`config.mk`:
```
export PLATFORM = sky130hd
export DESIGN_NAME = mem_arbiter
export DESIGN_NICKNAME = d
export VERILOG_FILES = /design/src/rtl/mem_arbiter.sv
export SDC_FILE = /design/constraint.sdc
export NUM_CORES = 1
export LEC_CHECK = 0
export ABC_AREA = 0
export ABC_CLOCK_PERIOD_IN_PS = 2900
export CAP_MARGIN = 20
export CORE_AREA = 2 2 118 120
export DETAILED_ROUTE_END_ITERATION = 8
export DIE_AREA = 0 0 120 122
export GPL_ROUTABILITY_DRIVEN = 0
export PLACE_DENSITY_LB_ADDON = 0.12
export SYNTH_ARGS = -nofsm -noshare
export SYNTH_HDL_FRONTEND = slang
export SYNTH_SLANG_ARGS = --single-unit
```
`constraint.sdc`:
```
create_clock -name clk -period 2.9 [get_ports clk]
set_input_delay 0.58 -clock clk [delete_from_list [all_inputs] [get_ports clk]]
set_output_delay 0.58 -clock clk [all_outputs]
set_load 0.005 [all_outputs]
```
`src/rtl/mem_arbiter.sv`:
```
// Purpose: lets two bus masters (m0 cpu, m1 aux) share one single-port word-addressed RAM.
// Latency: the request goes to the RAM in the grant cycle; the one-cycle ready pulse follows RAM_LATENCY cycles later.
// Backpressure: each master holds its request until it sees ready; requests that arrive while busy wait for the next IDLE.
module mem_arbiter #(
    parameter int RAM_LATENCY = 1,
    parameter bit FIXED_PRIO  = 1'b0
) (
    input  logic        clk,
    input  logic        reset,
    input  logic [29:0] m0_addr,
    input  logic [31:0] m0_wdata,
    input  logic        m0_re,
    input  logic [3:0]  m0_we,
    output logic [31:0] m0_rdata,
    output logic        m0_ready,
    input  logic [29:0] m1_addr,
    input  logic [31:0] m1_wdata,
    input  logic        m1_re,
    input  logic [3:0]  m1_we,
    output logic [31:0] m1_rdata,
    output logic        m1_ready,
    output logic [29:0] ram_addr,
    output logic [31:0] ram_din,
    output logic        ram_re,
    output logic [3:0]  ram_we,
    input  logic [31:0] ram_dout,
    output logic [1:0]  grant
);

    typedef enum logic {
        IDLE = 1'b0,
        WAIT = 1'b1
    } state_t;

    localparam logic [1:0] CNT_INIT = 2'(RAM_LATENCY - 1);

    state_t     state_q, state_d;
    logic       owner_q, owner_d;   // 0 = m0, 1 = m1
    logic       last_q,  last_d;
    logic [1:0] cnt_q,   cnt_d;

    logic m0_req, m1_req, win;

    always_comb begin
        m0_req = m0_re | (|m0_we);
        m1_req = m1_re | (|m1_we);
        // On a round-robin tie the winner is whichever master did not win last.
        win    = (m1_req & ~m0_req) |
                 (m0_req & m1_req & ~FIXED_PRIO & ~last_q);
    end

    always_comb begin
        state_d  = state_q;
        owner_d  = owner_q;
        last_d   = last_q;
        cnt_d    = cnt_q;
        m0_rdata = 32'd0;
        m0_ready = 1'b0;
        m1_rdata = 32'd0;
        m1_ready = 1'b0;
        ram_addr = 30'd0;
        ram_din  = 32'd0;
        ram_re   = 1'b0;
        ram_we   = 4'd0;
        grant    = 2'b00;

        // While reset is held, every output is forced quiet, including a WAIT that is being abandoned.
        if (reset) begin
            case (state_q)
                IDLE: begin
                    if (m0_req | m1_req) begin
                        ram_addr = win ? m1_addr  : m0_addr;
                        ram_din  = win ? m1_wdata : m0_wdata;
                        ram_re   = win ? m1_re    : m0_re;
                        ram_we   = win ? m1_we    : m0_we;
                        grant    = win ? 2'b10    : 2'b01;
                        state_d  = WAIT;
                        owner_d  = win;
                        last_d   = win;
                        cnt_d    = CNT_INIT;
                    end
                end
                WAIT: begin
                    grant = owner_q ? 2'b10 : 2'b01;
                    if (cnt_q != 2'd0) begin
                        cnt_d = cnt_q - 2'd1;
                    end else begin
                        state_d = IDLE;
                        if (owner_q) begin
                            m1_ready = 1'b1;
                            m1_rdata = ram_dout;
                        end else begin
                            m0_ready = 1'b1;
                            m0_rdata = ram_dout;
                        end
                    end
                end
                default: state_d = IDLE;
            endcase
        end
    end

    always_ff @(posedge clk) begin
        if (!reset) begin
            state_q <= IDLE;
            owner_q <= 1'b0;
            last_q  <= 1'b1;
            cnt_q   <= 2'd0;
        end else begin
            state_q <= state_d;
            owner_q <= owner_d;
            last_q  <= last_d;
            cnt_q   <= cnt_d;
        end
    end

endmodule
```
==> impl_metrics.csv <==
group,metric,value,unit
routing,drc,0,
critical_path,crit_path_max_fanout,6,
die,io_pins,303,
synthesis,ys_types,31,
routing,drtIter0Drc,98,
pwr,power.leakage,2.87,nW
layout,multi_input_area,1770,µm²
timing,rsz0062_at_grt,"true",
timing,fin_crit_sh,1.01,
global_route,grt_max_degree,34,
synthesis,synthCells,341,
placement,hpwl,9370,µm
timing,fmax,342,MHz
clocking,cts-root-buf,"clkbuf_16",
routing,routed_wl,13500,µm
global_route,track_usage,0.159,
synthesis,synth_area_leaders,"nand2_1 27%, and2_1 22%, o22ai_1 22%",
placement,numPortBuffers,302,
timing,finalWorstSetupSlack,-23.5,ps
die,die_w,120,µm
die,core-area,13500,µm²
clocking,cts_buffers,3,
layout,final_area,5900,µm²
clocking,clk_pin_slew,30,ps
die,dieArea,14600,µm²
critical_path,startpoint_type,"primary input",
layout,sequential_cell_area,100,µm²
placement,pre_cts_slack,-561,ps
hold_path,hp-class,"flop to flop",
critical_path,worst_ep_required_time,2320,ps
layout,nFillCells,1387,
critical_path,path_class,"primary input to output pin",
timing,fin_crit,2920,ps
placement,place_area,5250,µm²
run_status,violations,"negative setup slack",
routing,first_pass_iters,5,
synthesis,yosysTopAreaCell,"nand2_1",
layout,fin_util,0.437,
global_route,grt_pass1_wl,18600,µm
clocking,clk_latency,230,ps
critical_path,cp.arrival,2340,ps
layout,area_delta_synth_final,228,%
layout,final_nets,839,
die,start_util,0.133,
timing,worst_pin_slew,419,ps
clocking,cts_buffer_depth,2,
run_status,outcome,"complete, but fails checks",
global_route,antenna_found_initial,0,
synthesis,synth_top_flop_cell,"dfxtp_1",
routing,drt-vias-per-instance,4.36,
die,rows,43,
synthesis,synth_nets,510,
synthesis,yosys_warnings,0,
clocking,numClockSinks,5,
synthesis,post-synth-top-area-fraction,0.265,
synthesis,avgSynthCellArea,5.27,µm²
synthesis,netlist_top_cells_count,"127 x nand2_1, 64 x and2_1, 62 x o22ai_1",
timing,hold_viol_final,0,
synthesis,ys_ff_latch,5,
pwr,p_per_area,209,nW/µm²
layout,drive_gt1_frac,0.218,
synthesis,async_flop_share,0,
routing,vias,3700,
flow_run,cap_violations,0,
synthesis,yosysMostFrequentCell,"nand2_1",
global_route,grt_pass1_vias,3550,
timing,setup_viol,9,
layout,fin_cells,849,
timing,slew_headroom,0.720,
pwr,irDropWorstVdd,155,µV
routing,drtAntennaViolNets,0,
synthesis,synth_edf_count,0,
routing,wl_per_cell,15.9,µm
clocking,ctsHtreeMaxLevel,1,
placement,dp.cells,817,
timing,fin_skew,1.02,ps
clocking,hold_buffers,0,
synthesis,syn_area,1800,µm²
timing,finalMaxSlewViolations,0,
die,dieHeight,122,µm
layout,num_antenna_cells,0,
synthesis,seq_area_frac_synth,0.0557,
global_route,gr-total-overflow,0,
clocking,cts_tree,"built",
critical_path,end_kind,"output pin",
==> routing by layer <==
metal	track usage	up-vias	part of all wire
li1	-	1821	-
met3	0.0510	10	0.091
met2	0.326	198	0.55
met4	0.0272	0	0.011
met1	0.156	1671	0.35
met5	0	-	0
==> kinds of logic after synthesis <==
logic type                 synth area share
AOI/OAI and AO/OA                     0.280
adders and majority gates           0.00696
buffers and inverters                0.0857
DFF                                  0.0557
and+or+nand+nor                       0.572
==> placed cells by master (no fill, tap or decap), drive strengths merged, types with 2 or more instances in the layout <==
| cell | synthesis | final |
|---|---|---|
| clkdlybuf4s50 | 0 | 197 |
| nand2 | 128 | 128 |
| buf | 12 | 92 |
| and2 | 64 | 64 |
| o22ai | 62 | 62 |
| dlymetal6s2s | 0 | 28 |
| clkbuf | 22 | 19 |
| dlygate4sd2 | 0 | 13 |
| clkdlybuf4s15 | 0 | 13 |
| o21ai | 8 | 8 |
| nor2 | 7 | 7 |
| a21oi | 6 | 6 |
| dfxtp | 5 | 5 |
| nor3 | 4 | 4 |
| inv | 3 | 3 |
| nor2b | 3 | 3 |
| or4 | 2 | 2 |
| nand2b | 2 | 2 |
==> critical path, cell delays in order <==
cell and delay (ps):
buf_6 90, or4_4 550, o21ai_4 210, nand2_8 80, buf_12 140, buf_12 130, buf_8 130, buf_16 140
o22ai_4 150, buf_2 140
==> worst paths after layout <==
check,startpoint,to,slack [ps],depth (start not counted)
hold reg to reg,cnt_q[0]$_SDFFE_PN0P_,cnt_q[0]$_SDFFE_PN0P_,470,1
hold / removal,cnt_q[0]$_SDFFE_PN0P_,cnt_q[0]$_SDFFE_PN0P_,470,1
setup / recovery,m0_we[2],ram_din[4],-20,10
setup reg to reg,cnt_q[0]$_SDFFE_PN0P_,cnt_q[1]$_SDFFE_PN0P_,1610,6
==> final cells by class <==
| type | instances | share of cell area |
|---|---|---|
| inverter | 3 | 0.00191 |
| multi-input combinational | 299 | 0.299 |
| clock buffer | 4 | 0.0134 |
| sequential | 5 | 0.0170 |
| tap | 180 | 0.0382 |
| timing repair buffer | 358 | 0.630 |
==> through the flow <==
stage	TNS (ps)	power (mW)	hold WS [ps]
detailed placement	-32020	0.854	463
CTS	-237	1.20	469
finish	-77.0	1.23	473
global placement	-31300	0.851	442
floorplan	0	0.311	431
global route	-619	1.31	489
==> registers in the layout, indices dropped and copies added (netlist names) <==
name,count
state_q,1
cnt_q,2
owner_q,1
last_q,1
==> power breakdown <==
part | leakage, nW | total (mW) | switching (mW) | internal [mW]
registers | 0.0411 | 0.0806 | 0.00778 | 0.0728
clock network | 0.0382 | 0.229 | 0.0462 | 0.182
logic | 2.79 | 0.925 | 0.352 | 0.573
total | 2.87 | 1.23 | 0.406 | 0.828
==> timing repair <==
item,4_1_cts,5_1_grt
endpoints found under the setup margin,73,102
cloned,8,5
buffers inserted,8,7
gates resized for setup,262,56
pin swaps,19,3
endpoints found under the hold margin,0,0
No activity file was read; power rests on OpenSTA's default activity.
